<file path="src/rtl/uart_tx_serializer_pkg.sv">
// Shared UART definitions used by both the transmit and receive paths.
//   tx_state_e  : transmit FSM state encoding
//   DATA_BITS   : data bits per character
//   parity_bit  : parity of a data byte, optionally inverted for odd parity
package uart_tx_serializer_pkg;

  localparam int unsigned DATA_BITS = 8;

  typedef enum logic [2:0] {
    StIdle,
    StStart,
    StData,
    StParity,
    StStop
  } tx_state_e;

  // Even parity is the plain XOR of the data; odd parity inverts it.
  function automatic logic parity_bit(input logic [DATA_BITS-1:0] data, input logic odd);
    return (^data) ^ odd;
  endfunction

endpackage

</file>
<file path="src/rtl/uart_baud_counter.sv">
// Loadable baud down-counter.
//   clk      : clock
//   rst      : asynchronous active-low reset
//   en       : count enable; bit_end is suppressed while low
//   load     : load load_val (takes priority over counting)
//   load_val : reload value, N-1 for an N-clock bit
//   bit_end  : high for the last clock of a bit (count has reached zero)
module uart_baud_counter #(
  parameter int unsigned DIV_WIDTH = 16
) (
  input  logic                 clk,
  input  logic                 rst,
  input  logic                 en,
  input  logic                 load,
  input  logic [DIV_WIDTH-1:0] load_val,
  output logic                 bit_end
);

  logic [DIV_WIDTH-1:0] cnt_q;

  always_ff @(posedge clk or negedge rst) begin
    if (!rst) begin
      cnt_q <= '0;
    end else if (load) begin
      cnt_q <= load_val;
    end else if (en && (cnt_q != '0)) begin
      cnt_q <= cnt_q - DIV_WIDTH'(1);
    end
  end

  assign bit_end = en && (cnt_q == '0);

endmodule

</file>
<file path="src/rtl/uart_tx_serializer.sv">
// UART transmit serializer fed from the fall-through read port of the TX FIFO.
//   clk, rst   : clock and asynchronous active-low reset
//   fifo_data  : FIFO head byte, valid while fifo_empty is low
//   fifo_empty : FIFO empty flag
//   fifo_rd_en : pop strobe, one clock per byte, only from IDLE
//   baud_div   : clocks per bit (0 and 1 both mean one clock)
//   parity_en  : append parity bit
//   parity_odd : odd (1) or even (0) parity
//   two_stop   : two stop bits (1) or one (0)
//   tx         : registered serial output, idle high
//   busy       : frame in progress
//   tx_done    : one-clock pulse in the IDLE cycle after the last stop bit
module uart_tx_serializer
  import uart_tx_serializer_pkg::*;
#(
  parameter int unsigned DIV_WIDTH = 16
) (
  input  logic                 clk,
  input  logic                 rst,
  input  logic [7:0]           fifo_data,
  input  logic                 fifo_empty,
  output logic                 fifo_rd_en,
  input  logic [DIV_WIDTH-1:0] baud_div,
  input  logic                 parity_en,
  input  logic                 parity_odd,
  input  logic                 two_stop,
  output logic                 tx,
  output logic                 busy,
  output logic                 tx_done
);

  tx_state_e                state_q, state_d;
  logic [DATA_BITS-1:0]     shift_q, shift_d;
  logic [2:0]               bit_cnt_q, bit_cnt_d;
  logic                     stop2_q, stop2_d;
  logic [DIV_WIDTH-1:0]     reload_q, reload_d;
  logic                     par_en_q, par_en_d;
  logic                     par_bit_q, par_bit_d;
  logic                     two_stop_q, two_stop_d;
  logic                     tx_q, tx_d;
  logic                     tx_done_q, tx_done_d;

  logic                     cnt_load;
  logic [DIV_WIDTH-1:0]     cnt_load_val;
  logic                     bit_end;
  logic [DIV_WIDTH-1:0]     live_reload;

  // Divisors 0 and 1 both collapse to a one-clock bit (reload value 0).
  assign live_reload = (baud_div <= DIV_WIDTH'(1)) ? '0 : baud_div - DIV_WIDTH'(1);

  // Gated with rst so no pop can happen while reset is held.
  assign fifo_rd_en = rst && (state_q == StIdle) && !fifo_empty;

  // The frame's first bit uses the live divisor; later bits use the shadow copy.
  assign cnt_load_val = (state_q == StIdle) ? live_reload : reload_q;

  uart_baud_counter #(
    .DIV_WIDTH (DIV_WIDTH)
  ) u_baud_counter (
    .clk      (clk),
    .rst      (rst),
    .en       (state_q != StIdle),
    .load     (cnt_load),
    .load_val (cnt_load_val),
    .bit_end  (bit_end)
  );

  // tx_d is the line level for the state being entered, so tx is a clean register.
  always_comb begin
    state_d    = state_q;
    shift_d    = shift_q;
    bit_cnt_d  = bit_cnt_q;
    stop2_d    = stop2_q;
    reload_d   = reload_q;
    par_en_d   = par_en_q;
    par_bit_d  = par_bit_q;
    two_stop_d = two_stop_q;
    tx_d       = tx_q;
    tx_done_d  = 1'b0;
    cnt_load   = bit_end;

    unique case (state_q)
      StIdle: begin
        tx_d     = 1'b1;
        cnt_load = fifo_rd_en;
        if (fifo_rd_en) begin
          shift_d    = fifo_data;
          reload_d   = live_reload;
          par_en_d   = parity_en;
          par_bit_d  = parity_bit(fifo_data, parity_odd);
          two_stop_d = two_stop;
          bit_cnt_d  = '0;
          stop2_d    = 1'b0;
          state_d    = StStart;
          tx_d       = 1'b0;
        end
      end
      StStart: begin
        tx_d = 1'b0;
        if (bit_end) begin
          state_d = StData;
          tx_d    = shift_q[0];
        end
      end
      StData: begin
        tx_d = shift_q[0];
        if (bit_end) begin
          shift_d = shift_q >> 1;
          if (bit_cnt_q == 3'(DATA_BITS - 1)) begin
            if (par_en_q) begin
              state_d = StParity;
              tx_d    = par_bit_q;
            end else begin
              state_d = StStop;
              tx_d    = 1'b1;
            end
          end else begin
            bit_cnt_d = bit_cnt_q + 3'd1;
            tx_d      = shift_d[0];
          end
        end
      end
      StParity: begin
        tx_d = par_bit_q;
        if (bit_end) begin
          state_d = StStop;
          tx_d    = 1'b1;
        end
      end
      StStop: begin
        tx_d = 1'b1;
        if (bit_end) begin
          if (two_stop_q && !stop2_q) begin
            stop2_d = 1'b1;
          end else begin
            state_d   = StIdle;
            tx_done_d = 1'b1;
          end
        end
      end
      default: begin
        state_d = StIdle;
        tx_d    = 1'b1;
      end
    endcase
  end

  always_ff @(posedge clk or negedge rst) begin
    if (!rst) begin
      state_q    <= StIdle;
      shift_q    <= '0;
      bit_cnt_q  <= '0;
      stop2_q    <= 1'b0;
      reload_q   <= '0;
      par_en_q   <= 1'b0;
      par_bit_q  <= 1'b0;
      two_stop_q <= 1'b0;
      tx_q       <= 1'b1;
      tx_done_q  <= 1'b0;
    end else begin
      state_q    <= state_d;
      shift_q    <= shift_d;
      bit_cnt_q  <= bit_cnt_d;
      stop2_q    <= stop2_d;
      reload_q   <= reload_d;
      par_en_q   <= par_en_d;
      par_bit_q  <= par_bit_d;
      two_stop_q <= two_stop_d;
      tx_q       <= tx_d;
      tx_done_q  <= tx_done_d;
    end
  end

  assign tx      = tx_q;
  assign busy    = (state_q != StIdle);
  assign tx_done = tx_done_q;

endmodule

</file>
<file path="config.mk">
export PLATFORM = sky130hd
export DESIGN_NAME = uart_tx_serializer
export DESIGN_NICKNAME = d
export VERILOG_FILES = /design/src/rtl/uart_tx_serializer_pkg.sv /design/src/rtl/uart_baud_counter.sv /design/src/rtl/uart_tx_serializer.sv
export SDC_FILE = /design/constraint.sdc
export NUM_CORES = 1
export LEC_CHECK = 0
export BUFFER_PORTS_ARGS = -buffer_cell sky130_fd_sc_hd__buf_4
export CAP_MARGIN = 10
export CELL_PAD_IN_SITES_DETAIL_PLACEMENT = 1
export CELL_PAD_IN_SITES_GLOBAL_PLACEMENT = 1
export CORE_UTILIZATION = 45
export DETAILED_ROUTE_END_ITERATION = 8
export GPL_TIMING_DRIVEN = 0
export PLACE_DENSITY = 0.9
export SKIP_CTS_REPAIR_TIMING = 1
export SYNTH_ARGS = -nofsm -noshare
export SYNTH_HDL_FRONTEND = slang
export SYNTH_SLANG_ARGS = --single-unit
</file>
<file path="constraint.sdc">
create_clock -name clk -period 3.6 [get_ports clk]
set_input_delay 0.18 -clock clk [delete_from_list [all_inputs] [get_ports clk]]
set_output_delay 0.18 -clock clk [all_outputs]
set_load 0.1 [all_outputs]
</file>
* After elaboration in Yosys (flattened, before gate mapping)
Cells that the tools add are included.
Operators by class: reductions and logical operators 20, $add $sub $neg 3, bitwise operators 1, equality and inequality tests 14, magnitude comparators 1, mux-type cells 35
Operator list (count):
- 16-bit 2-to-1 mux | 4
- 3-bit 2-to-1 mux | 11
- 16-bit by 1-bit subtractor with 16-bit output, second input constant | 2
- 2-bit inequality test, second input constant | 9
- 16-bit by 1-bit less-or-equal comparator with 1-bit output, second input constant | 1
- 16-bit zero test | 1
- 8-bit 2-to-1 mux | 2
- 8-bit case mux with 2 select lines | 1
- 16-bit nonzero test | 1
- 3-bit case mux with 5 select lines | 1
- 1-bit 2-to-1 mux | 13
- 4-bit AND reduction | 2
- 8-bit parity | 1
- 7-bit AND reduction | 1
- 3-bit by 2-bit == test with 1-bit output, second input constant | 2
- 3-bit == test, second input constant | 2
- 3-bit case mux with 2 select lines | 1
- 2-bit nonzero test | 3
- 1-bit logical AND | 5
- 1-bit case mux with 4 select lines | 1
- 3-bit by 1-bit adder with 3-bit output, second input constant | 1
- 3-bit by 1-bit == test with 1-bit output, second input constant | 1
- 3-bit zero test | 1
- 3-bit AND reduction | 1
- 5 further kinds | 6
Word-level totals: output and inout port bits 4, logic and storage cells 85, register bits 52

* Depth between registers and ports, before layout
Gate-level depths: netlist of the first run.
depth after elaboration 5, mapped depth 9, gate-level depth less buffers 7

* By module
From an unflattened synthesis of the first run, not the netlist that was laid out.
Second synthesis, totals: cells, all modules 380, area total of the unflattened synthesis 3413.3 µm²
By module, submodules not included:
- uart_tx_serializer | area an instance 2363.5 µm², cells each 264, times used 1
- uart_baud_counter | area an instance 1049.8 µm², cells each 116, times used 1

* Least setup slack after synthesis of the first run
OpenSTA, ideal clock, no wires.
path kind flip-flop to flip-flop, from register state_q[2], to register u_baud_counter.cnt_q[11], data arrival time 2.203 ns, buffers on the path 2, library setup time 0.087 ns, path slack 1.311 ns, data required time 3.513 ns, cell stages (with the launch flop) 7, path through dfrtp_1 clkbuf_1 nor3_1 inv_2 clkbuf_1 a32oi_1 o211ai_1
RTL lines:
- start, declared | RTL line uart_tx_serializer.sv:32 | tx_state_e state_q, state_d;
- start signal, assigned | RTL line uart_tx_serializer.sv:150 | state_q <= StIdle;
- start signal, assigned | RTL line uart_tx_serializer.sv:161 | state_q <= state_d;
- 3-bit nonzero test *
- via busy | RTL line uart_tx_serializer.sv:28 | output logic busy,
- 1-bit logical AND | RTL line uart_baud_counter.sv:31 | assign bit_end = en && (cnt_q == '0);
- 1-bit 2-to-1 mux | RTL line uart_tx_serializer.sv:82 | unique case (state_q)
- 16-bit 2-to-1 mux / 2-bit nonzero test (equally long branches)
- end signal, assigned | RTL line uart_baud_counter.sv:25 | cnt_q <= load_val;
- end signal, assigned | RTL line uart_baud_counter.sv:27 | cnt_q <= cnt_q - DIV_WIDTH'(1);
- end, declared | RTL line uart_baud_counter.sv:19 | logic [DIV_WIDTH-1:0] cnt_q;
The timed path passes the listed nets; every way through them passes the cells marked *. A chain may end at the register's enable or synchronous reset.

* Worst setup path after layout of the first run
from register state_q[2], to output port fifo_rd_en
Between the ends: word-level cells in the longest chain between the ends 3
Ends and longest elaborated chain:
- 3-bit zero test | RTL line uart_tx_serializer.sv:52 | assign fifo_rd_en = rst && (state_q == StIdle) && !fifo_empty;
- 1-bit logical AND (2 in series) | RTL line uart_tx_serializer.sv:52
- end, declared | RTL line uart_tx_serializer.sv:22 | output logic fifo_rd_en,
Every way passes these cells.

==> results of run 1 <==
[cells in the mapped netlist (2+ instances only)]
cell type  count
mux2_2        15
clkbuf_1      10
o21ai_1        2
nand3_1       14
o31a_1         3
o31ai_1        7
xnor2_1       14
or2_1          2
o2bb2a_1       2
a21oi_1       13
o311a_1        3
o221ai_1       2
a32oi_1        2
o211ai_1       8
nor2_1        16
buf_6          3
a221o_1        2
or3_4          2
inv_1         11
or4_1          6
nand2_1       45
a21o_1         3
or3_1          2
ha_1           6
a211oi_1       4
nor3b_1        5
xor2_1         7
nor2b_1        2
o32ai_1        4
a22o_1         3
nor4_1         6
buf_2          6
o21ai_0       20
o21a_1         2
or4_4          2
nand3b_1       2
dfrtp_1       51
a31oi_1        5
nor3_1        17
a221oi_1       2
[power by group]
part,switching [W],internal [W]
registers,0.000217,0.000812
clock network,0.000210,0.000228
logic,0.000385,0.000297
[metal layers]
| layer | vias to the layer above | track usage [%] | part of all wire [%] |
|---|---|---|---|
| li1 | 1419 | - | - |
| met1 | 1534 | 37.91 | 45 |
| met2 | 84 | 44.05 | 48 |
| met3 | 17 | 4.053 | 4.6 |
| met4 | 0 | 11.33 | 2.0 |
| met5 | - | 0 | 0 |
[cells by family (layout without fill, tap and decap cells)]
family	Yosys count	after routing	synth area share, %
compound gates	100	100	21.68
xor+xnor	21	21	5.533
fa+ha+maj	6	6	2.258
buf+inv	32	74	4.516
flops	52	52	39.18
mux	17	17	5.833
simple gates	132	132	21.00
[state kept, by name (all words and copies together) (netlist names), 3 cells and up]
name,count
state_q,3
shift_q,8
bit_cnt_q,3
reload_q,16
u_baud_counter.cnt_q,16
[tightest hold or removal path, cell delays in order]
cell and delay, ns:
buf_4 0.08, nand2_1 0.04, nand2_1 0.04
[worst paths after layout]
kind | start | end | cells past startpoint
min in group asynchronous | rst | reload_q[11]$_DFFE_PN0P_ | 2
max in group asynchronous | rst | two_stop_q$_DFFE_PN0P_ | 2
hold reg to reg | reload_q[2]$_DFFE_PN0P_ | reload_q[2]$_DFFE_PN0P_ | 2
hold / removal | two_stop | two_stop_q$_DFFE_PN0P_ | 3
setup reg to reg | u_baud_counter.cnt_q[0]$_DFFE_PN0P_ | u_baud_counter.cnt_q[4]$_DFFE_PN0P_ | 9
setup / recovery | state_q[2]$_DFFE_PN0P_ | fifo_rd_en | 7
[metrics by stage]
step | hold WS [ns] | utilization, % | setup WS, ns | instance area [um2] | std cells
2_1_floorplan | -0.1156 | - | 1.311 | 3324 | 360
5_1_grt | 0.05766 | 54.77 | 0.4564 | 3824 | 498
4_1_cts | -0.08287 | 54.62 | 0.5831 | 3814 | 497
3_3_place_gp | 0.2633 | 52.89 | 0.9914 | 3692 | 489
3_5_place_dp | 0.2667 | 52.89 | 0.9350 | 3692 | 489
6_report | 0.05523 | 54.77 | 0.5397 | 3824 | 498
[cell type report]
class | count | area, um2 | area share (%)
Buffer | 20 | 105.1 | 2.749
Clock buffer | 6 | 82.58 | 2.160
Clock inverter | 2 | 38.79 | 1.014
Inverter | 12 | 45.04 | 1.178
Multi-Input combinational cell | 276 | 1872 | 48.95
Sequential cell | 52 | 1303 | 34.06
Tap cell | 96 | 120.1 | 3.141
Timing Repair Buffer | 34 | 257.7 | 6.741
==> reports/metrics.yaml, run 1 <==
clocking:
  cts.sinks: 52
  root_buffer: "clkbuf_8"
  clk_pin_slew_ns: 0.10
  insertion_delay_ns: 0.32
  tritoncts: "done"
  cts_buffers: 5
  htreeDepth: 2
  max-clock-path-buffers: 2
logic_synthesis:
  synth.avg_cell_area_um2: 9.235
  ys_types: 69
  synthFlopType: "dfrtp_1"
  synth-edff-count: 0
  ys_ff_latch: 52
  yosysSeqAreaShare_pct: 39.18
  yosysTopAreaCellShare_pct: 38.39
  yosys_warnings: 0
  syn_inst: 360
  syn-cell-area_mm2: 0.003324
  synth.area.top_cells: "dfrtp_1 (38%), mux2_2 (5.1%), nand2_1 (5.1%), xnor2_1 (3.7%), o21ai_0 (3.0%)"
  syn_nets: 396
  synth_largest_area_cell: "dfrtp_1"
  synthArstFlopShare_pct: 100.0
detailed_routing:
  wirelength_um: 9827
  avgViaCountPerCell: 6.133
  post_drt_wl_per_cell_um: 19.73
  final_antenna_net_count: 0
  drcViolationCount: 0
  firstDrtPassIters: 4
  via_count: 3054
  drtIter0Drc: 197
global_route:
  grt_pass1_vias: 3134
  grt_overflow: 0
  grt_first_pass_wirelength_um: 16260
  grt_usage_pct: 27.67
  grt_start_max_net_pins: 55
  antenna_found_initial: 0
setup_path:
  worstSetupStartpointType: "register"
  arrival_ns: 2.88
  path_buf_inv: 5
  cp_top_family: "buffers and inverters"
  crit_required_ns: 3.42
  endpoint_kind: "output port"
  worstSetupPathType: "reg -> out"
  crit_top_cell: "buf_2"
  cp_slowest_cell: "nor3_1"
  crit_chain: "clkbuf_1 -> nor3_1 -> buf_2 -> nand2_1 -> inv_1 -> buf_2 -> buf_4"
  r2r_slack_ns: 0.83
  critical_path.max_fanout: 10
  critPathMaxStageDelay_ns: 0.48
sta:
  worstMarginPinSlew_ns: 1.076
  fmax_ghz: 0.3268
  hold_viol_final: 0
  relSlewSlack_pct: 27.75
  period_share_pct: 85.01
  fin_worst_skew_ns: 0.01400
  fin_setup_tns_ns: 0
  rsz0062_at_grt: "no"
  drv_slew: 0
  setup_viol: 0
  period_needed_ns: 3.060
floorplanning:
  ios: 34
  die_height_um: 87.95
  die-area_mm2: 0.007735
  rows: 30
  coreArea_mm2: 0.006982
  initial_core_util_pct: 47.62
  die_w_um: 87.95
pwr:
  cellLeakagePower_nw: 1.564
  peakVddDrop_uv: 269.1
  power.total_w: 0.002149
  p_per_area_mw_per_mm2: 562.1
place:
  gp_congestion: 0.8827
  hpwl_um: 7205
  portBuffers: 33
layout:
  fill_cells: 815
  area_delta_synth_final_pct: 15.02
  final_common_cell: "dfrtp_1"
  nets: 437
  layout-drive-gt1-share_pct: 20.65
  insertedDiodeCount: 0
  layout_common_cells: "dfrtp_1 (51), nand2_1 (45), buf_4 (33), o21ai_0 (20), nor3_1 (17)"
outcome:
  status: "completed"
worst_hold_path:
  hold_path.class: "in -> reg"
flow_run:
  max_cap_violations: 0
Note: power is estimated with default switching activity, not from simulation.
==> run 2: changes to the inputs <==
--- a/config.mk
+++ b/config.mk
@@ -9,10 +9,12 @@
 export CAP_MARGIN = 10
 export CELL_PAD_IN_SITES_DETAIL_PLACEMENT = 1
 export CELL_PAD_IN_SITES_GLOBAL_PLACEMENT = 1
-export CORE_UTILIZATION = 45
+export CORE_MARGIN = 4
+export CORE_UTILIZATION = 41
 export DETAILED_ROUTE_END_ITERATION = 8
 export GPL_TIMING_DRIVEN = 0
-export PLACE_DENSITY = 0.9
+export PLACE_DENSITY = 0.87
+export SETUP_SLACK_MARGIN = 0.5
 export SKIP_CTS_REPAIR_TIMING = 1
 export SYNTH_ARGS = -nofsm -noshare
 export SYNTH_HDL_FRONTEND = slang
==> constraint.sdc (replaced) <==
create_clock -name clk -period 2.7 [get_ports clk]
set_input_delay 0.135 -clock clk [delete_from_list [all_inputs] [get_ports clk]]
set_output_delay 0.135 -clock clk [all_outputs]
set_load 0.1 [all_outputs]
==> run 2 against run 1 <==
- critical path depth is 1 higher
- clock skew is 0.0056 ns lower
- non-clock buffer count is 7 higher
- die area is 24% higher
- highest routed layer unchanged
==> reports/metrics.yaml, run 2 (synthesized netlist as in run 1, its figures left out) <==
outcome:
  status: "completed"  # unchanged
setup_path:
  crit_required_ns: 2.91  # was 3.42 ns
  arrival_ns: 2.56  # was 2.88 ns
  worstSetupPathType: "reg -> reg"  # was reg -> out
  critical_path.max_fanout: 10  # unchanged
  timing.rr.start: "u_baud_counter.cnt_q[0]$_DFFE_PN0P_"  # unchanged
  worstSetupStartpointType: "register"  # unchanged
  cp_slowest_cell: "o31ai_1"  # was nor3_1
  critPathMaxStageDelay_ns: 0.48  # about the same
  endpoint_kind: "register"  # was output port
  startpoint: "u_baud_counter.cnt_q[0]$_DFFE_PN0P_"  # was state_q[2]$_DFFE_PN0P_
  crit_chain: "inv_2 -> ha_1 -> nor3b_4 -> nand3_1 -> buf_4 -> o31ai_1 -> o211ai_1 -> o311a_1"  # was clkbuf_1 -> nor3_1 -> buf_2 -> nand2_1 -> inv_1 -> buf_2 -> buf_4
detailed_routing:
  via_count: 3228  # was 3,054
  drcViolationCount: 0  # unchanged
  final_antenna_net_count: 0  # unchanged
  firstDrtPassIters: 7  # was 4
  wirelength_um: 11320  # was 9827 um
  avgViaCountPerCell: 6.317  # was 6.133
  post_drt_wl_per_cell_um: 22.15  # was 19.73 um
  drtIter0Drc: 289  # was 197
clocking:
  cts.sinks: 52  # unchanged
  insertion_delay_ns: 0.32  # about the same
  htreeDepth: 2  # unchanged
  clk_pin_slew_ns: 0.10  # about the same
  max-clock-path-buffers: 2  # unchanged
  root_buffer: "clkbuf_8"  # unchanged
  tritoncts: "done"  # unchanged
  cts_buffers: 5  # unchanged
pwr:
  power_frac_comb_pct: 35.1  # was 31.8%
  p_int_w: 0.001854  # was 0.001337 W
  cellLeakagePower_nw: 1.650  # was 1.564 nW
  switchingPower_w: 0.001203  # was 0.0008121 W
  p_clk_share_pct: 18.4  # was 20.4%
  peakVddDrop_uv: 364.9  # was 269.1 uV
  p_per_area_mw_per_mm2: 754.6  # was 562.1 mW/mm2
  seq_power_share_pct: 46.4  # was 47.9%
  power.total_w: 0.003056  # was 0.002149 W
  swShare_pct: 39.35  # was 37.78%
sta:
  relSlewSlack_pct: 49.53  # was 27.75%
  worstMarginPinSlew_ns: 0.7502  # was 1.076 ns
  hold_viol_final: 0  # unchanged
  drv_slew: 0  # unchanged
  fin_worst_skew_ns: 0.008377  # was 0.01400 ns
  setup_viol: 0  # unchanged
  fmax_ghz: 0.4263
  period_needed_ns: 2.346
  layout_setup_ws_ns: 0.3542  # was 0.5397 ns
  period_share_pct: 86.88
  rsz0062_at_grt: "yes"  # was no
place:
  postPlaceCellArea_mm2: 0.003701  # was 0.003692 mm2
  portBuffers: 33  # unchanged
  place_ws_ns: 0.07234  # was 0.9350 ns
  gp_congestion: 0.8923  # was 0.8827
  hpwl_um: 7678  # was 7205 um
floorplanning:
  die-area_mm2: 0.009613  # was 0.007735 mm2
  die_height_um: 98.05  # was 87.95 um
  coreArea_mm2: 0.007807  # was 0.006982 mm2
  die_w_um: 98.05  # was 87.95 um
  ios: 34  # unchanged
  initial_core_util_pct: 42.58  # was 47.62%
  rows: 32  # was 30
layout:
  insertedDiodeCount: 0  # unchanged
  fill_cells: 910  # was 815
  regArea_mm2: 0.001305  # was 0.001303 mm2
  final_common_cell: "dfrtp_1"  # unchanged
  nets: 444  # was 437
  final_area_mm2: 0.004050  # was 0.003824 mm2
  layout-drive-gt1-share_pct: 28.61  # was 20.65%
  reg.largest.list: "reload_q x16, u_baud_counter.cnt_q x16, shift_q x8"  # unchanged
  layout_common_cells: "dfrtp_1 (49), nand2_1 (44), buf_4 (40), o21ai_0 (19), nor3_1 (15)"  # was dfrtp_1 (51), nand2_1 (45), buf_4 (33), o21ai_0 (20), nor3_1 (17)
  multi_input_area_mm2: 0.001967  # was 0.001872 mm2
  area_delta_synth_final_pct: 21.83  # was 15.02%
global_route:
  antenna_found_initial: 0  # unchanged
  grt_start_max_net_pins: 55  # unchanged
  grt_first_pass_wirelength_um: 16880  # was 16,260 um
  grt_pass1_vias: 3313  # was 3,134
  grt_usage_pct: 21.92  # was 27.67%
  grt_overflow: 0  # unchanged
worst_hold_path:
  hp-start: "two_stop"  # unchanged
  hold_path.class: "in -> reg"  # unchanged
flow_run:
  max_cap_violations: 0  # unchanged
==> run 2: power by group through the flow <==
stage	Clock, W	Sequential (W)	Combinational, W
finish	0.000563	0.00142	0.00107
global route	0.000601	0.00145	0.00116
CTS	0.000563	0.00136	0.000907
detailed placement	0	0.00137	0.000902
global placement	0	0.00134	0.000842
floorplan	0	0.00129	0.000633
==> run 2: critical path, delay by kind of cell (launching register included) <==
kind	cells	cell delay, ns
buffers and inverters	2	0.34
flip-flops	1	0.43
adder cells (fa/ha/maj)	1	0.17
AO/OA/AOI/OAI	3	0.89
AND/OR/NAND/NOR	2	0.40
==> run 2: area by class of cell <==
class                   instances  share of cell area, %
clock inverters                 3                  1.050
well taps                     102                  3.151
inverters                      12                  1.174
multi-input cells             276                  48.56
clock buffers                   5                  1.699
plain buffers                  20                  3.707
flip-flops and latches         52                  32.22
repair buffers                 41                  8.434
==> run 2: through the flow <==
step	instances	setup TNS, ns	utilization (%)	hold WS [ns]
floorplan	360	0	-	-0.1606
global placement	495	0	47.40	0.2213
detailed placement	495	0	47.40	0.2249
CTS	503	-0.2742	48.83	-0.1201
global route	511	0	51.88	0.002490
finish	511	0	51.88	0.005306
==> run 2: path summary, 6_finish.rpt <==
kind                                                            end  slack, ns  depth (start not counted)
worst max-delay path            u_baud_counter.cnt_q[3]$_DFFE_PN0P_       0.35                          8
worst min register to register             reload_q[10]$_DFFE_PN0P_       0.49                          2
min in group asynchronous                              tx$_DFF_PN1_       0.36                          2
worst max register to register  u_baud_counter.cnt_q[3]$_DFFE_PN0P_       0.35                          8
max in group asynchronous                    two_stop_q$_DFFE_PN0P_       2.05                          3
worst min-delay path                         two_stop_q$_DFFE_PN0P_      0.005                          3
==> run 2: layer usage <==
metal | vias up | routed length, um | global-route usage [%]
li1 | 1438 | - | -
met3 | 37 | 597 | 4.429
met5 | - | 0 | 0
met4 | 0 | 412 | 9.904
met1 | 1618 | 4617 | 27.45
met2 | 135 | 5691 | 36.44
==> run 3: changes to the inputs <==
--- a/config.mk
+++ b/config.mk
@@ -5,15 +5,18 @@
 export SDC_FILE = /design/constraint.sdc
 export NUM_CORES = 1
 export LEC_CHECK = 0
+export ABC_AREA = 1
+export ABC_CLOCK_PERIOD_IN_PS = 2700
 export BUFFER_PORTS_ARGS = -buffer_cell sky130_fd_sc_hd__buf_4
 export CAP_MARGIN = 10
 export CELL_PAD_IN_SITES_DETAIL_PLACEMENT = 1
 export CELL_PAD_IN_SITES_GLOBAL_PLACEMENT = 1
+export CORE_ASPECT_RATIO = 0.9
 export CORE_MARGIN = 4
-export CORE_UTILIZATION = 41
+export CORE_UTILIZATION = 39
 export DETAILED_ROUTE_END_ITERATION = 8
 export GPL_TIMING_DRIVEN = 0
-export PLACE_DENSITY = 0.87
+export PLACE_DENSITY = 0.88
 export SETUP_SLACK_MARGIN = 0.5
 export SKIP_CTS_REPAIR_TIMING = 1
 export SYNTH_ARGS = -nofsm -noshare
==> run 3 against run 2 <==
- clock-buffer cell count is 1 higher
- combinational power is 130% higher
- the flow now finishes with violations (hold timing)
- sequential power hardly changed
- core utilization is 4.9 points lower
- largest cell class unchanged
- total power is 50% higher
- register-to-register slack better by 0.36 ns
==> reports/metrics.yaml, run 3 <==
clocking:
  cts_buffers: 5  # unchanged
  tritoncts: "done"  # unchanged
  max-clock-path-buffers: 2  # unchanged
  insertion_delay_ns: 0.31  # was 0.32 ns
  clk_pin_slew_ns: 0.10  # about the same
  htreeDepth: 2  # unchanged
  root_buffer: "clkbuf_8"  # unchanged
  cts.sinks: 52  # unchanged
sta:
  relSlewSlack_pct: 53.46  # was 49.53%
  fmax_ghz: 0.4889  # was 0.4263 GHz
  hold_viol_final: 51  # was 0
  setup_viol: 0  # unchanged
  worstMarginPinSlew_ns: 0.6980  # was 0.7502 ns
  period_share_pct: 75.76  # was 86.88%
  fin_setup_tns_ns: 0  # unchanged
  rsz0062_at_grt: "no"  # was yes
  fin_worst_skew_ns: 0.008363  # was 0.008377 ns
  period_needed_ns: 2.045  # was 2.346 ns
  drv_slew: 0  # unchanged
  whs_ns: -0.1470  # was 0.005306 ns
floorplanning:
  die_w_um: 109.1  # was 98.05 um
  rows: 32  # unchanged
  initial_core_util_pct: 40.95  # was 42.58%
  die-area_mm2: 0.01081  # was 0.009613 mm2
  ios: 34  # unchanged
  coreArea_mm2: 0.008768  # was 0.007807 mm2
  die_height_um: 99.03  # was 98.05 um
detailed_routing:
  wirelength_um: 10820  # was 11,320 um
  drtIter0Drc: 120  # was 289
  post_drt_wl_per_cell_um: 15.85  # was 22.15 um
  firstDrtPassIters: 4  # was 7
  final_antenna_net_count: 0  # unchanged
  via_count: 3505  # was 3,228
  drcViolationCount: 0  # unchanged
  avgViaCountPerCell: 5.132  # was 6.317
global_route:
  grt_pass1_vias: 3768  # was 3,313
  grt_first_pass_wirelength_um: 18240  # was 16,880 um
  grt_overflow: 0  # unchanged
  grt_usage_pct: 20.93  # was 21.92%
  grt_start_max_net_pins: 54  # was 55
  antenna_found_initial: 0  # unchanged
setup_path:
  cp.depth: 5  # was 8
  worstSetupPathType: "reg -> out"  # was reg -> reg
  crit_chain: "nor2_4 -> nand2_4 -> nor2_2 -> buf_2 -> buf_4"  # was inv_2 -> ha_1 -> nor3b_4 -> nand3_1 -> buf_4 -> o31ai_1 -> o211ai_1 -> o311a_1
  arrival_ns: 1.91  # was 2.56 ns
  cp_top_family: "buffers and inverters"  # was compound AO/OA/AOI/OAI gates
  path_buf_inv: 2  # unchanged
  r2r_end: "u_baud_counter.cnt_q[7]$_DFFE_PN0P_"  # was u_baud_counter.cnt_q[3]$_DFFE_PN0P_
  crit_required_ns: 2.57  # was 2.91 ns
  worstSetupStartpointType: "register"  # unchanged
  worstRegToRegCells: 12  # was 8
  critical_path.max_fanout: 10  # unchanged
  r2r_slack_ns: 0.71  # was 0.35 ns
  endpoint_kind: "output port"  # was register
  cp_slowest_cell: "dfrtp_1"  # was o31ai_1
  critPathMaxStageDelay_ns: 0.45  # was 0.48 ns
  timing.rr.start: "u_baud_counter.cnt_q[0]$_DFFE_PN0P_"  # unchanged
layout:
  layout_common_cells: "nand2_1 (163), nor2_1 (67), dfrtp_1 (51), inv_1 (46), o21ai_0 (36)"  # was dfrtp_1 (49), nand2_1 (44), buf_4 (40), o21ai_0 (19), nor3_1 (15)
  nets: 599  # was 444
  area_delta_synth_final_pct: 14.74  # was 21.83%
  insertedDiodeCount: 0  # unchanged
  reg.largest.list: "reload_q x16, u_baud_counter.cnt_q x16, shift_q x8"  # unchanged
  multi_input_area_mm2: 0.002016  # was 0.001967 mm2
  regArea_mm2: 0.001303  # was 0.001305 mm2
  layout-drive-gt1-share_pct: 15.96  # was 28.61%
  final_common_cell: "nand2_1"  # was dfrtp_1
  fill_cells: 1154  # was 910
  final_cells: 683  # was 511
logic_synthesis:
  synth-simple-area-share_pct: 37.11  # was 21.00%
  yosysSeqAreaShare_pct: 36.27  # was 39.18%
  synth-xor-area-share_pct: 5.122  # was 5.533%
  synthFlopType: "dfrtp_1"  # unchanged
  syn_nets: 559  # was 396
  ys_ff_latch: 52  # unchanged
  ys_types: 38  # was 69
  synth.area.top_cells: "dfrtp_1 (36%), nand2_1 (17%), nor2_1 (7.0%), o21ai_0 (5.0%), inv_1 (4.8%)"  # was dfrtp_1 (38%), mux2_2 (5.1%), nand2_1 (5.1%), xnor2_1 (3.7%), o21ai_0 (3.0%)
  yosysTopAreaCellShare_pct: 35.54  # was 38.39%
  synth_largest_area_cell: "dfrtp_1"  # unchanged
  synth.avg_cell_area_um2: 6.866  # was 9.235 um2
  synthArstFlopShare_pct: 100.0  # unchanged
  synth_common_cells: "nand2_1 (163), nor2_1 (67), dfrtp_1 (51)"  # was dfrtp_1 (51), nand2_1 (45), o21ai_0 (20)
  synth-adder-area-share_pct: 2.091  # was 2.258%
  synthMuxAreaShare_pct: 0  # was 5.834%
  yosys_warnings: 0  # unchanged
  synth_top_family_by_area: "simple AND/OR/NAND/NOR gates"  # was compound AO/OA/AOI/OAI gates
  synth-edff-count: 0  # unchanged
  synth.most_common_cell: "nand2_1"  # was dfrtp_1
  syn-cell-area_mm2: 0.003591  # was 0.003324 mm2
  syn_inst: 523  # was 360
  synth-compound-area-share_pct: 11.81  # was 21.68%
flow_run:
  max_cap_violations: 0  # unchanged
place:
  portBuffers: 33  # unchanged
  hpwl_um: 8318  # was 7678 um
  gp_congestion: 0.8458  # was 0.8923
  dp.cells: 675  # was 495
pwr:
  power.total_w: 0.004574  # was 0.003056 W
  peakVddDrop_uv: 441.6  # was 364.9 uV
  p_per_area_mw_per_mm2: 1110  # was 754.6 mW/mm2
  cellLeakagePower_nw: 2.045  # was 1.650 nW
outcome:
  status: "finished, violations left"  # was completed
  violations: "hold timing"
worst_hold_path:
  hold_path.class: "in -> async"  # was in -> reg
==> run 3: cell count changes after synthesis, moves of 7 or more <==
cell / delta
nand3_1: +20
mux2_2: -15
nor2_1: +51
nand2_1: +118
clkbuf_1: -7
inv_1: +35
o31ai_1: -7
nor2_2: +14
o21ai_1: +7
o21ai_0: +16
nor3_1: -14
==> run 3: kinds of logic after synthesis <==
logic type / after synthesis
adders and majority gates: 6
buffers and inverters: 64
xor gates and xnor gates: 21
and+or+nand+nor: 303
AOI/OAI and AO/OA: 77
DFF: 52
==> run 3: layer usage <==
layer	GRT usage, %	vias up	share of wire [%]
li1	-	1732	-
met1	28.14	1714	46
met2	36.69	49	50
met3	1.768	10	2.3
met4	4.078	0	1.0
met5	0	-	0
==> run 3: through the flow <==
step | util [%] | setup WS [ns] | hold slack, ns | instance area (um2)
2_1_floorplan | - | 0.5578 | -0.1606 | 3591
3_3_place_gp | 45.48 | 0.7558 | 0.2177 | 3988
3_5_place_dp | 45.48 | 0.6994 | 0.2266 | 3988
4_1_cts | 46.99 | 0.6558 | -0.1122 | 4120
5_1_grt | 46.99 | 0.5653 | -0.07934 | 4120
6_report | 46.99 | 0.6545 | -0.1470 | 4120
==> run 3: where the power goes <==
part	internal (W)	total [W]	leakage, nW	switching, W
registers	0.00114	0.00144	0.644	0.000298
clock network	0.000371	0.000654	0.0654	0.000283
logic	0.000805	0.00248	1.34	0.00167
total	0.00232	0.00457	2.04	0.00225
==> run 3: how the worst max path moves through the flow <==
stage                                             start                                   to  slack [ns]
finish                           state_q[2]$_DFFE_PN0P_                           fifo_rd_en        0.65
global route        u_baud_counter.cnt_q[0]$_DFFE_PN0P_  u_baud_counter.cnt_q[7]$_DFFE_PN0P_        0.57
CTS                              state_q[2]$_DFFE_PN0P_                           fifo_rd_en        0.66
detailed placement                                  rst             reload_q[12]$_DFFE_PN0P_        0.70
global placement                                    rst             reload_q[12]$_DFFE_PN0P_        0.76
floorplan                        state_q[1]$_DFFE_PN0P_  u_baud_counter.cnt_q[4]$_DFFE_PN0P_        0.56
==> run 3: cell type report <==
| class | instances | share of cell area [%] |
|---|---|---|
| plain buffers | 14 | 2.004 |
| clock buffers | 6 | 1.761 |
| inverters | 50 | 4.616 |
| well taps | 119 | 3.614 |
| flip-flops and latches | 52 | 31.61 |
| clock inverters | 2 | 1.458 |
| repair buffers | 33 | 6.013 |
| multi-input cells | 407 | 48.92 |
